--- src/rtl/crit_guarded_writer_pkg.sv ---
// Shared types and constants for the crit-guarded writer and its reader-side latch bank.
package crit_guarded_writer_pkg;

  localparam int DEF_WIDTH = 16;
  localparam int DEF_DEPTH = 4;

  typedef enum logic [1:0] {
    ST_IDLE    = 2'd0,
    ST_BLOCKED = 2'd1,
    ST_GUARD   = 2'd2,
    ST_DRAIN   = 2'd3
  } state_e;

  function automatic int clog2(input int v);
    int r;
    r = 0;
    for (int i = 0; i < 31; i++) begin
      if ((1 << i) < v) r = i + 1;
    end
    return r;
  endfunction

endpackage

--- src/rtl/crit_guarded_writer_if.sv ---
// Upstream valid/ready word stream, reader crit flag and writer status outputs.
interface crit_guarded_writer_if
  import crit_guarded_writer_pkg::*;
#(
  parameter int WIDTH = DEF_WIDTH,
  parameter int DEPTH = DEF_DEPTH
) ();

  logic [WIDTH-1:0]      dataIn;
  logic                  validIn;
  logic                  readyOut;
  logic                  crit;
  logic [WIDTH-1:0]      dataOut;
  logic                  updateOut;
  logic [clog2(DEPTH):0] pendingOut;
  logic                  dropOut;

  modport master (
    output dataIn, validIn, crit,
    input  readyOut, dataOut, updateOut, pendingOut, dropOut
  );

  modport slave (
    input  dataIn, validIn, crit,
    output readyOut, dataOut, updateOut, pendingOut, dropOut
  );

endinterface

--- src/rtl/crit_guarded_writer_crit_fifo.sv ---
// Synchronous FIFO with registered full/empty/count; a word written at an edge is
// readable at the head no earlier than the following cycle (no bypass).
module crit_fifo
  import crit_guarded_writer_pkg::*;
#(
  parameter int WIDTH = DEF_WIDTH,
  parameter int DEPTH = DEF_DEPTH
) (
  input  logic                  clk,
  input  logic                  rst,
  input  logic                  push,
  input  logic [WIDTH-1:0]      wdata,
  input  logic                  pop,
  output logic [WIDTH-1:0]      rdata,
  output logic                  full,
  output logic                  empty,
  output logic [clog2(DEPTH):0] count
);

  localparam int AW = clog2(DEPTH);
  localparam int CW = AW + 1;

  logic [WIDTH-1:0] mem_q [DEPTH];
  logic [WIDTH-1:0] mem_d [DEPTH];
  logic [AW-1:0]    wr_ptr_q, wr_ptr_d;
  logic [AW-1:0]    rd_ptr_q, rd_ptr_d;
  logic [CW-1:0]    count_q, count_d;
  logic             do_push, do_pop;

  assign full    = (count_q == CW'(DEPTH));
  assign empty   = (count_q == '0);
  assign count   = count_q;
  assign rdata   = mem_q[rd_ptr_q];
  assign do_push = push && !full;
  assign do_pop  = pop && !empty;

  always_comb begin
    mem_d    = mem_q;
    wr_ptr_d = wr_ptr_q;
    rd_ptr_d = rd_ptr_q;
    if (do_push) begin
      mem_d[wr_ptr_q] = wdata;
      wr_ptr_d        = wr_ptr_q + AW'(1);
    end
    if (do_pop) begin
      rd_ptr_d = rd_ptr_q + AW'(1);
    end
    count_d = count_q + CW'(do_push) - CW'(do_pop);
  end

  // Storage carries no reset: count gates every read of it.
  always_ff @(posedge clk) begin
    mem_q <= mem_d;
  end

  always_ff @(posedge clk) begin
    if (rst) begin
      wr_ptr_q <= '0;
      rd_ptr_q <= '0;
      count_q  <= '0;
    end else begin
      wr_ptr_q <= wr_ptr_d;
      rd_ptr_q <= rd_ptr_d;
      count_q  <= count_d;
    end
  end

endmodule

--- src/rtl/crit_guarded_writer.sv ---
// Buffers upstream words and updates dataOut only while crit_eff is low and the post-crit guard has expired.
// CRIT_GUARDED_WRITER_CRIT_SYNC_EN adds a 2-flop crit synchronizer; readyOut = !full, overflow pushes set sticky dropOut.
module crit_guarded_writer
  import crit_guarded_writer_pkg::*;
#(
  parameter int               WIDTH     = DEF_WIDTH,
  parameter int               DEPTH     = DEF_DEPTH,
  parameter int               GUARD     = 2,
  parameter logic [WIDTH-1:0] RESET_VAL = '0
) (
  input logic                  clk,
  input logic                  rst,
  crit_guarded_writer_if.slave bus
);

  localparam int CW     = clog2(DEPTH) + 1;
  localparam int GW_RAW = clog2(GUARD + 1);
  localparam int GW     = (GW_RAW < 1) ? 1 : GW_RAW;

  logic             crit_eff;
  logic             fifo_full, fifo_empty;
  logic [CW-1:0]    fifo_count, count_next;
  logic [WIDTH-1:0] head;
  logic             push, pop;

  logic [WIDTH-1:0] data_out_q, data_out_d;
  logic             update_q, update_d;
  logic             drop_q, drop_d;
  logic [GW-1:0]    guard_cnt_q, guard_cnt_d;
  state_e           state_q, state_d;

`ifdef CRIT_GUARDED_WRITER_CRIT_SYNC_EN
  logic [1:0] sync_q, sync_d;

  assign sync_d   = {sync_q[0], bus.crit};
  assign crit_eff = sync_q[1];

  always_ff @(posedge clk) begin
    if (rst) sync_q <= '0;
    else     sync_q <= sync_d;
  end
`else
  assign crit_eff = bus.crit;
`endif

  assign push       = bus.validIn && !fifo_full;
  assign pop        = !crit_eff && (guard_cnt_q == '0) && !fifo_empty;
  assign count_next = fifo_count + CW'(push) - CW'(pop);

  crit_fifo #(
    .WIDTH (WIDTH),
    .DEPTH (DEPTH)
  ) u_fifo (
    .clk   (clk),
    .rst   (rst),
    .push  (push),
    .wdata (bus.dataIn),
    .pop   (pop),
    .rdata (head),
    .full  (fifo_full),
    .empty (fifo_empty),
    .count (fifo_count)
  );

  always_comb begin
    guard_cnt_d = guard_cnt_q;
    if (crit_eff)                 guard_cnt_d = GW'(GUARD);
    else if (guard_cnt_q != '0)   guard_cnt_d = guard_cnt_q - GW'(1);

    data_out_d = pop ? head : data_out_q;
    update_d   = pop;
    drop_d     = drop_q || (bus.validIn && fifo_full);

    // state_q describes the cycle after the edge, assuming crit_eff holds its level.
    state_d = state_q;
    if (count_next == '0) begin
      state_d = ST_IDLE;
    end else if (crit_eff) begin
      state_d = ST_BLOCKED;
    end else begin
      case (state_q)
        ST_DRAIN: state_d = ST_DRAIN;
        default:  state_d = (guard_cnt_d == '0) ? ST_DRAIN : ST_GUARD;
      endcase
    end
  end

  always_ff @(posedge clk) begin
    if (rst) begin
      data_out_q  <= RESET_VAL;
      update_q    <= 1'b0;
      drop_q      <= 1'b0;
      guard_cnt_q <= '0;
      state_q     <= ST_IDLE;
    end else begin
      data_out_q  <= data_out_d;
      update_q    <= update_d;
      drop_q      <= drop_d;
      guard_cnt_q <= guard_cnt_d;
      state_q     <= state_d;
    end
  end

  assign bus.readyOut   = !fifo_full;
  assign bus.dataOut    = data_out_q;
  assign bus.updateOut  = update_q;
  assign bus.pendingOut = fifo_count;
  assign bus.dropOut    = drop_q;

endmodule

--- src/flat_wrapper.sv ---
// flat-port wrapper written by rule: the top's interface ports become plain ports
module crit_guarded_writer_flat import crit_guarded_writer_pkg::*;
#(
  parameter int               WIDTH     = DEF_WIDTH,
  parameter int               DEPTH     = DEF_DEPTH,
  parameter int               GUARD     = 2,
  parameter logic [WIDTH-1:0] RESET_VAL = '0
)
  (clk, rst, bus_dataIn, bus_validIn, bus_crit, bus_readyOut, bus_dataOut, bus_updateOut, bus_pendingOut, bus_dropOut);
  crit_guarded_writer_if #(.WIDTH(WIDTH), .DEPTH(DEPTH)) bus_i ();
  input logic clk;
  input logic rst;
  input wire logic [$bits(bus_i.dataIn)-1:0] bus_dataIn;
  input wire logic [$bits(bus_i.validIn)-1:0] bus_validIn;
  input wire logic [$bits(bus_i.crit)-1:0] bus_crit;
  output wire logic [$bits(bus_i.readyOut)-1:0] bus_readyOut;
  output wire logic [$bits(bus_i.dataOut)-1:0] bus_dataOut;
  output wire logic [$bits(bus_i.updateOut)-1:0] bus_updateOut;
  output wire logic [$bits(bus_i.pendingOut)-1:0] bus_pendingOut;
  output wire logic [$bits(bus_i.dropOut)-1:0] bus_dropOut;
  assign bus_i.dataIn = bus_dataIn;
  assign bus_i.validIn = bus_validIn;
  assign bus_i.crit = bus_crit;
  assign bus_readyOut = bus_i.readyOut;
  assign bus_dataOut = bus_i.dataOut;
  assign bus_updateOut = bus_i.updateOut;
  assign bus_pendingOut = bus_i.pendingOut;
  assign bus_dropOut = bus_i.dropOut;
  crit_guarded_writer #(.WIDTH(WIDTH), .DEPTH(DEPTH), .GUARD(GUARD), .RESET_VAL(RESET_VAL)) u_core (.clk(clk), .rst(rst), .bus(bus_i));
endmodule
--- config.mk ---
export PLATFORM = sky130hd
export DESIGN_NAME = crit_guarded_writer_flat
export DESIGN_NICKNAME = d
export VERILOG_FILES = /design/src/rtl/crit_guarded_writer_pkg.sv /design/src/rtl/crit_guarded_writer_if.sv /design/src/rtl/crit_guarded_writer_crit_fifo.sv /design/src/rtl/crit_guarded_writer.sv /design/src/flat_wrapper.sv
export SDC_FILE = /design/constraint.sdc
export NUM_CORES = 1
export LEC_CHECK = 0
export CORE_UTILIZATION = 35
export DETAILED_ROUTE_END_ITERATION = 16
export HOLD_SLACK_MARGIN = 0.08
export PLACE_DENSITY = 0.52
export SLEW_MARGIN = 5
export SYNTH_ARGS = -nofsm -noshare
export SYNTH_HDL_FRONTEND = slang
export SYNTH_HIERARCHICAL = 1
export SYNTH_SLANG_ARGS = --single-unit
--- constraint.sdc ---
create_clock -name clk -period 3.5 [get_ports clk]
set_clock_uncertainty 0.1 [all_clocks]
set_input_delay 0.7 -clock clk [delete_from_list [all_inputs] [get_ports clk]]
set_output_delay 0.7 -clock clk [all_outputs]
set_load 0.01 [all_outputs]
==> summary.md <==
| Metric | Value |
|---|---|
| Outcome | `completed` |
| Kind of critical path | `primary input to register` |
| 1st-iter DRT viols | `58` |
| Final setup viols | `0` |
| Hold buffer count at CTS | `0` |
| First-pass GRT wire length | `9749 µm` |
| CP arrival | `between 2000 and 3000 ps` |
| PD cells | `between 600 and 700 nW/µm²` |
| # rows | `36` |
| Final instance area | `4374 µm²` |
| Worst Setup Start Kind | `primary input` |
| CTS max path bufs | `2` |
| DRC | `0` |
| Syn nets | `240` |
| Largest net degree at the start of global routing | `45` |
| Vias in the first global route | `1807` |
| Initial core utilization | `36.73%` |
| Worst-Margin Slew | `845.7 ps` |
| Maxcap violations | `0` |
| Final slew viol count | `0` |
| Count leader, synth | `edfxtp_1` |
| RSZ-0062 raised after global routing | `false` |
| Slowest CP cell | `clkdlybuf4s50_1` |
| Count of final hold-check violations | `0` |
| Area Growth Syn to Fin | `20.18%` |
| Async S/R FF share, synth | `0%` |
| CTS buffer count | `9` |
| Max VDD drop | `0.2479 mV` |
| Max incr delay on CP | `480 ps` |
| GPL Wtd Cong | `0.6513` |
| Synth Instances | `213` |
| # diodes | `0` |
| Share of cells above drive strength 1 | `between 10 and 15%` |
| Placed cell count | `387` |
| Via count | `1838` |
| GR Overflow Total | `0` |
| Top cells by count, synth | `64 x edfxtp_1, 34 x nand2b_1, 27 x dfxtp_1` |
| Fin crit period | `2750 ps` |
| # fillers | `928` |
| Most area-consuming cells after synthesis | `edfxtp_1 53%, dfxtp_1 15%, nand2b_1 5.8%, mux4_1 5.8%, mux4_2 5.0%` |
| Max frequency | `363.6 MHz` |
| Clk sink count | `between 90 and 100` |
| Non-Filler Instances | `402` |
| Synth warn | `6` |
| Total track usage | `between 10% and 20%` |
| CTS Root Cell | `clkbuf_8` |
| Placed cell areas | `4209 µm²` |
| IO Pins | `42` |
| Seq/Total Area, Yosys | `67.65%` |
| First-pass DRT Iterations | `4` |
| Port Buf Inserts | `41` |
| Initial antenna violation count | `0` |
| Critical-path maximum fanout | `3` |
| Die Span Y | `104.0 µm` |
| H-tree levels | `3` |
| Total negative setup slack | `0 ps` |
| CP Cell Sequence | `clkdlybuf4s50_1 > nor4_4 > o31ai_1 > inv_1 > ha_1 > inv_1 > ha_1 > inv_1 > fa_1 > xor2_1 > and2_1 > nor3_1` |
| WL per Instance | `15.47 µm` |
| EDFF count, synth | `64` |
| Routed wire length | `6220 µm` |
| Die area | `10810 µm²` |
| Clk pin slew, worst setup/hold paths | `80 ps` |
| Routed vias/inst | `4.572` |
| Worst EP required | `between 3000 and 4000 ps` |
| Worst skew pair latency | `350 ps` |
| HPWL after DPL | `3696 µm` |
| Reg2reg setup slack | `850 ps` |
| Area leader, netlist | `edfxtp_1` |
| Worst Hold Class | `register to register` |
| Post-CTS Resized | `0` |
| CTS tree | `built` |
| Count of different cell masters after synthesis | `26` |
| Avg Synthesized Cell Area | `17.09 µm²` |
| Chip Width | `104.0 µm` |
| Final Cycle Share | `78.58%` |
| Max-slew headroom at the worst pin | `about 44%` |
| FF+latch count, synth | `91` |
| CP most frequent cell | `inv_1` |
| NumNets Final | `292` |
| Syn Std Cell Area | `3640 µm²` |
| Ys flop type | `edfxtp_1` |
| Synth top area share | `52.80%` |
| Leak pwr | `between 0.001 and 0.0015 µW` |
| CP endpoint kind | `register` |
| Antenna Nets Post-Route | `0` |
| Core area | `slightly below 10000 µm²` |
| Post-CTS setup buffer count | `0` |
cell usage in the layout (no fill, tap or decap), drive strengths merged:
master,synthesis,final
or3,2,2
nor4b,1,1
clkinv,0,3
nand2b,34,34
ha,6,6
edfxtp,64,64
nand2,1,1
nor2b,3,3
dfxtp,27,27
and2,5,5
nor3b,1,1
nor3,2,2
fa,1,1
mux2i,17,17
inv,8,9
clkinvlp,0,2
mux4,16,16
nor2,6,6
buf,6,9
o21ai,2,2
a21oi,4,4
clkbuf,3,9
o31ai,1,1
clkdlybuf4s50,0,41
xor2,2,2
nor4,1,1
per-stage QoR:
| step | power (µW) | setup slack [ps] | hold slack (ps) | util (%) |
|---|---|---|---|---|
| floorplan | 1827 | 714.1 | 341.1 | - |
| global placement | 2070 | 443.6 | 351.8 | 42.47 |
| CTS | 2692 | 745.0 | 379.6 | 44.14 |
| global route | 2797 | 563.1 | 391.0 | 44.14 |
| finish | 2640 | 749.9 | 375.1 | 44.14 |
| detailed placement | 2070 | 374.9 | 360.2 | 42.47 |
layer usage:
metal | share of wire, % | vias to the layer above | track usage [%] | wire (µm)
li1 | - | 891 | - | -
met1 | 48 | 905 | 15.56 | 3001
met2 | 47 | 33 | 19.38 | 2895
met3 | 3.4 | 9 | 3.383 | 210
met4 | 1.8 | 0 | 5.816 | 113
met5 | 0 | - | 0 | 0
worst max-delay path: cells and delay by family:
family	cells	cell delay [ps]
buffers and inverters	4	660
adder cells (fa/ha/maj)	3	710
AND/OR/NAND/NOR	3	540
AO/OA/AOI/OAI	1	140
XOR/XNOR	1	160
final timing paths:
kind	endpoint	depth (start not counted)	startpoint
max	u_core/u_fifo/count[2]$_SDFF_PP0_	12	bus_crit
min	u_core/bus.dataOut[11]$_SDFFE_PP0P_	2	u_core/bus.dataOut[11]$_SDFFE_PP0P_
max reg2reg	u_core/u_fifo/count[2]$_SDFF_PP0_	12	u_core/u_fifo/count[1]$_SDFF_PP0_
min reg2reg	u_core/bus.dataOut[11]$_SDFFE_PP0P_	2	u_core/bus.dataOut[11]$_SDFFE_PP0P_
registers in the layout (all words and copies together), names as in the netlist:
register                count
u_core/u_fifo/mem_q        64
u_core/bus.dataOut         16
u_core/u_fifo/count         3
u_core/guard_cnt_q          2
u_core/u_fifo/rd_ptr_q      2
u_core/u_fifo/wr_ptr_q      2
u_core/bus.dropOut          1
u_core/bus.updateOut        1
area by class of cell:
type,instances,area (µm²),area share [%]
sequential,91,2462,56.29
tap,133,166.4,3.804
timing repair buffer,50,478.0,10.93
clock buffer,9,123.9,2.832
clock inverter,6,41.29,0.9439
inverter,8,30.03,0.6865
multi-input combinational,105,1072,24.51
power breakdown:
group / internal, µW / switching, µW / leakage (µW)
Sequential: 1310 / 70.7 / 0.000806
Clock: 254 / 354 / 0.0000791
Combinational: 339 / 308 / 0.000591
cells by family after synthesis:
| group | Yosys count | share of synthesized area (%) |
|---|---|---|
| simple gates | 56 | 9.694 |
| fa+ha+maj | 7 | 2.613 |
| buf+inv | 17 | 3.128 |
| mux | 33 | 15.40 |
| flops | 91 | 67.65 |
| xor+xnor | 2 | 0.4814 |
| compound gates | 7 | 1.031 |
(Power assumes the default switching activity.)
==> edit 1 (same flow settings) <==
The package constant `DEF_WIDTH` goes from 16 to 12.
--- a/src/rtl/crit_guarded_writer_pkg.sv
+++ b/src/rtl/crit_guarded_writer_pkg.sv
@@ -2,5 +2,5 @@
 package crit_guarded_writer_pkg;
 
-  localparam int DEF_WIDTH = 16;
+  localparam int DEF_WIDTH = 12;
   localparam int DEF_DEPTH = 4;
 
Ports: changed (resized bus_dataIn and bus_dataOut); port bits go from 42 to 34. No check against the original RTL was run, so the function may have changed too.
==> edit 1 against the unedited design <==
Worst hold slack about the same. Routed wire length down 19%. Area after synthesis down 21%. Power down 11%. Worst setup slack worse by 0.041 ns. Sequential cell count down 20. Synthesized cell count down 18%. Design area down 20%. Combinational power down 21%. Critical path type unchanged.
==> edit 1: results (changes against the unedited design) <==
| Metric | Value |
|---|---|
| Status | `completed` |
| Largest net degree at the start of global routing | `34 (-24%)` |
| Syn_area_per_cell | `16.4 µm² (-4.1%)` |
| Kind of cell adding the most delay to the critical path | `adder cells` |
| Worst path slowest cell | `clkdlybuf4s50_1` |
| Post-route non-filler standard cell count | `322 (-20%)` |
| WP data arrival | `2.95 ns (+0.03 ns)` |
| R2R Setup Slk | `0.80 ns (-0.05 ns)` |
| TritonCTS Buffers | `9 (unchanged)` |
| Slowest stage delay, CP | `0.48 ns (about the same)` |
| Root Driver | `clkbuf_8` |
| Netlist cell types | `26 (unchanged)` |
| Initial drt markers | `86 (+48%)` |
| RR Startpoint | `u_core/u_fifo/count[1]$_SDFF_PP0_` |
| Number of synthesized flops with an enable pin | `48 (-25%)` |
| Commonest cells in the synthesized netlist | `edfxtp_1, nand2b_1, dfxtp_1, mux2i_1` |
| Via density | `4.74 (+3.6%)` |
| CTS max path bufs | `2 (unchanged)` |
| Most flops, register | `u_core/u_fifo/mem_q` |
| Initial antenna violation count | `0 (unchanged)` |
| Layout cells sized above 1 | `0.132 (+0.00542)` |
| Post_cts resized | `0 (unchanged)` |
| First-pass GRT wire length | `8.18 mm (-16%)` |
| GRT Total Usage | `0.132 (+0.00975)` |
| Number of global-route vias before repair | `1,586 (-12%)` |
| Gpl congestion | `0.664 (+2.0%)` |
| IO Port Bufs | `33 (-20%)` |
| Htree depth | `3 (unchanged)` |
| Leakage | `1.21 nW (-18%)` |
| ANT cells | `0 (unchanged)` |
| Worst slew pin tran | `0.955 ns (+0.109 ns)` |
| Worst VDD drop | `0.000289 V (+17%)` |
| CTS clock-pin slew for the worst setup and hold paths | `0.07 ns` |
| Reg2Reg Depth | `12 (unchanged)` |
| Dpl hpwl | `3.14 mm (-15%)` |
| Placed cell count | `306 (-21%)` |
| HP Class | `reg -> reg` |
| Register area share after synthesis | `0.663 (-0.0133)` |
| Dpl ws | `0.373 ns (-0.00189 ns)` |
| Max reg flops | `48 (-25%)` |
| Max_cap viols | `0 (unchanged)` |
| Synth top area cells | `edfxtp_1, dfxtp_1, mux4_2, nand2b_1, mux2i_1` |
| Final net count | `238 (-18%)` |
| Placed inst area | `0.00329 mm² (-22%)` |
| YS warnings | `6 (unchanged)` |
| Async set-reset flop share out of synthesis | `0 (unchanged)` |
| Tmin final | `2.79 ns (+0.0414 ns)` |
| Fill cells | `709 (-24%)` |
| Critical Path Source | `bus_validIn` |
| Max FO, Critical Path | `3 (unchanged)` |
| Commonest non-fill, non-tap cell in the layout | `edfxtp_1` |
| Setup crit end | `u_core/u_fifo/count[2]$_SDFF_PP0_` |
| Later-pin clock latency in the skew report | `0.34 ns` |
| Post-CTS setup buffer count | `0 (unchanged)` |
| Final wirelength | `5.06 mm (-19%)` |
| Detailed Routing Iterations Pass 1 | `4 (unchanged)` |
| Mapped Nets | `198 (-18%)` |
## edit 1: changes by cell type in the layout (fill, tap and decap cells not counted), sizes merged, moves of 2 or more
cell and delta:
edfxtp -16, clkdlybuf4s50 -8, nand2b -8, buf -6
dfxtp -4, mux2i -4, mux4 -4, bufinv +2
clkbuf +2
## edit 1: how the worst min path moves through the flow
stage	start	end	slack [ns]	cells past startpoint
detailed placement	u_core/bus.dropOut$_SDFF_PP0_	u_core/bus.dropOut$_SDFF_PP0_	0.37	2
global placement	u_core/bus.dropOut$_SDFF_PP0_	u_core/bus.dropOut$_SDFF_PP0_	0.35	2
global route	u_core/bus.dataOut[2]$_SDFFE_PP0P_	u_core/bus.dataOut[2]$_SDFFE_PP0P_	0.40	2
floorplan	u_core/guard_cnt_q[0]$_SDFFE_PP0P_	u_core/guard_cnt_q[0]$_SDFFE_PP0P_	0.38	1
CTS	u_core/bus.dataOut[8]$_SDFFE_PP0P_	u_core/bus.dataOut[8]$_SDFFE_PP0P_	0.38	2
finish	u_core/bus.dropOut$_SDFF_PP0_	u_core/bus.dropOut$_SDFF_PP0_	0.38	2
## edit 1: where the power goes
group / total, mW / leakage (nW) / switching (mW) / internal, mW
combinational: 0.510 / 0.469 / 0.237 / 0.273
clock: 0.724 / 0.110 / 0.303 / 0.421
sequential: 1.11 / 0.627 / 0.0881 / 1.03
total: 2.35 / 1.21 / 0.629 / 1.72
## edit 1: worst min-delay path, delay by kind of cell (launching register included)
family | cells | cell delay, ns
flip-flops | 1 | 0.33
AO/OA/AOI/OAI | 1 | 0.04
AND/OR/NAND/NOR | 1 | 0.07
## edit 1: area by class of cell
class	instances	area [µm²]	area share
Clock inverter	5	81.3	0.0232
Inverter	8	30.0	0.00855
Clock buffer	11	141	0.0403
Timing Repair Buffer	36	353	0.100
Multi-Input combinational cell	89	877	0.250
Sequential cell	71	1900	0.542
Tap cell	102	128	0.0363
## edit 1: per-layer routing
metal	GRT usage	up-vias	part of all wire
li1	-	719	-
met4	0.0703	0	0.019
met2	0.209	33	0.49
met3	0.0386	8	0.036
met5	0	-	0
met1	0.164	765	0.45
## edit 1: cells by family (layout without fill, tap and decap cells)
group | count (synthesis) | in the layout | share of synthesized area
and+or+nand+nor | 48 | 48 | 0.109
xor gates and xnor gates | 2 | 2 | 0.00611
muxes | 25 | 25 | 0.145
buffers and inverters | 15 | 60 | 0.0310
adders and majority gates | 7 | 7 | 0.0332
DFF | 71 | 71 | 0.663
AOI/OAI and AO/OA | 7 | 7 | 0.0131
==> edit 2 (same settings) <==
Made on the original files. Add a define of `CRIT_GUARDED_WRITER_CRIT_SYNC_EN`.
--- a/src/rtl/crit_guarded_writer.sv
+++ b/src/rtl/crit_guarded_writer.sv
@@ -1,4 +1,6 @@
 // Buffers upstream words and updates dataOut only while crit_eff is low and the post-crit guard has expired.
 // CRIT_GUARDED_WRITER_CRIT_SYNC_EN adds a 2-flop crit synchronizer; readyOut = !full, overflow pushes set sticky dropOut.
+`define CRIT_GUARDED_WRITER_CRIT_SYNC_EN
+
 module crit_guarded_writer
   import crit_guarded_writer_pkg::*;
Formal check against the unedited RTL: not equivalent (Yosys sat finds a counterexample within 4 cycles, from zero or initial values and one cycle with rst high).
==> edit 2 against the unedited design <==
Synthesized cell count increased by 2.3%. Area after synthesis up 1.7%. Routed wire length decreased by 2.2%. Design area up 1.9%. Worst setup slack better by 0.074 ns. Highest routed layer unchanged. The run now ends with design-rule violations left. Sequential cell count up 2. Power up 18%.
==> edit 2: results (changes against the unedited design) <==
| Metric | Value |
|---|---|
| Final net count | `296 (+1.4%)` |
| Post-Syn Instances | `218 (+2.3%)` |
| Status | `finished, violations left` |
| Detailed Routing Iterations Pass 1 | `10 (+6)` |
| HP Class | `reg -> reg` |
| Post-synthesis mux area share | `0.152 (-0.00250)` |
| Post-CTS setup buffer count | `0 (unchanged)` |
| Gpl congestion | `0.630 (-3.2%)` |
| Placed cell count | `394 (+1.8%)` |
| R2R Setup Slk | `0.92 ns (+0.07 ns)` |
| Most flops, register | `u_core/u_fifo/mem_q` |
| IO Port Bufs | `41 (unchanged)` |
| Mapped Nets | `245 (+2.1%)` |
| Met2 Use GR | `0.199 (+0.00487)` |
| Sequential power | `1.50 mW (+9%)` |
| Met3 Use GR | `0.0405 (+0.00671)` |
| Post-Route M1 WL | `2.85 mm (-5.2%)` |
| Internal Power | `2.23 mW (+17%)` |
| M1 GR Usage | `0.148 (-0.00720)` |
| GRT Total Usage | `0.121 (-0.00162)` |
| Async set-reset flop share out of synthesis | `0 (unchanged)` |
| Met3 Wirelength | `233 µm (+11%)` |
| Dpl hpwl | `3.70 mm (about the same)` |
| Leakage | `1.53 nW (+3.8%)` |
| Met2 WL | `2.97 mm (+2.6%)` |
| Worst slew pin tran | `0.867 ns (+0.0217 ns)` |
| Compound-Gate Fraction of Synth Area | `0.0101 (-0.000167)` |
| Clk network pwr share | `0.219 (-0.011)` |
| Register area share after synthesis | `0.676 (about the same)` |
| Synth top area cells | `edfxtp_1, dfxtp_1, nand2b_1, mux4_1, mux4_2` |
| WP data arrival | `2.81 ns (-0.11 ns)` |
| Failing checks | `design-rule violations` |
| Layout cells sized above 1 | `0.120 (-0.00596)` |
| Hold Worst Slack | `0.349 ns (-0.0262 ns)` |
| Critical path class | `in -> reg` |
| Detailed-route via count | `1,870 (+1.7%)` |
| First-pass GRT wire length | `9.78 mm (+0.36%)` |
| Post-Synth Adder-Cell Area | `0.0257 (-0.000424)` |
| Top Metal Used | `met4` |
| Dpl ws | `0.458 ns (+0.0827 ns)` |
| Number of global-route vias before repair | `1,827 (+1.1%)` |
| Netlist cell types | `27 (+3.8%)` |
| Drt drc | `1 (+1)` |
| XOR/XNOR Fraction of Synth Area | `0.00710 (+0.00229)` |
| Commonest cells in the synthesized netlist | `edfxtp_1, nand2b_1, dfxtp_1, mux2i_1, inv_1` |
| Final wirelength | `6.08 mm (-2.2%)` |
| Clock group power | `679 µW (+12%)` |
| WL/cell | `14.8 µm (-4.1%)` |
| Largest net degree at the start of global routing | `47 (+4.4%)` |
| Number of synthesized flops with an enable pin | `64 (unchanged)` |
| Worst VDD drop | `0.000245 V (-1.2%)` |
| Placed inst area | `0.00427 mm² (+1.4%)` |
| Final WS setup | `0.824 ns (+0.0741 ns)` |
-- edit 2: critical path: stages --
cell	delay [ns]
clkdlybuf4s50_1	0.47
nor2b_1	0.13
inv_1	0.06
nor2_1	0.14
inv_1	0.06
ha_1	0.27
inv_1	0.04
ha_1	0.18
fa_1	0.38
xnor2_1	0.18
xnor2_1	0.14
nor2_1	0.05
-- edit 2: final timing paths --
check	startpoint	endpoint	cells after the start
min reg2reg	u_core/sync_q[0]$_SDFF_PP0_	u_core/sync_q[1]$_SDFF_PP0_	1
min	u_core/sync_q[0]$_SDFF_PP0_	u_core/sync_q[1]$_SDFF_PP0_	1
max	bus_validIn	u_core/u_fifo/count[2]$_SDFF_PP0_	12
max reg2reg	u_core/u_fifo/count[2]$_SDFF_PP0_	u_core/u_fifo/count[2]$_SDFF_PP0_	11
-- edit 2: cell type report --
class                      instances  area (µm²)
tap                              136         170
inverter                           9        33.8
sequential                        93        2500
clock buffer                      12         135
timing repair buffer              50         478
fill                             953        5820
clock inverter                     4        51.3
multi-input combinational        106        1080
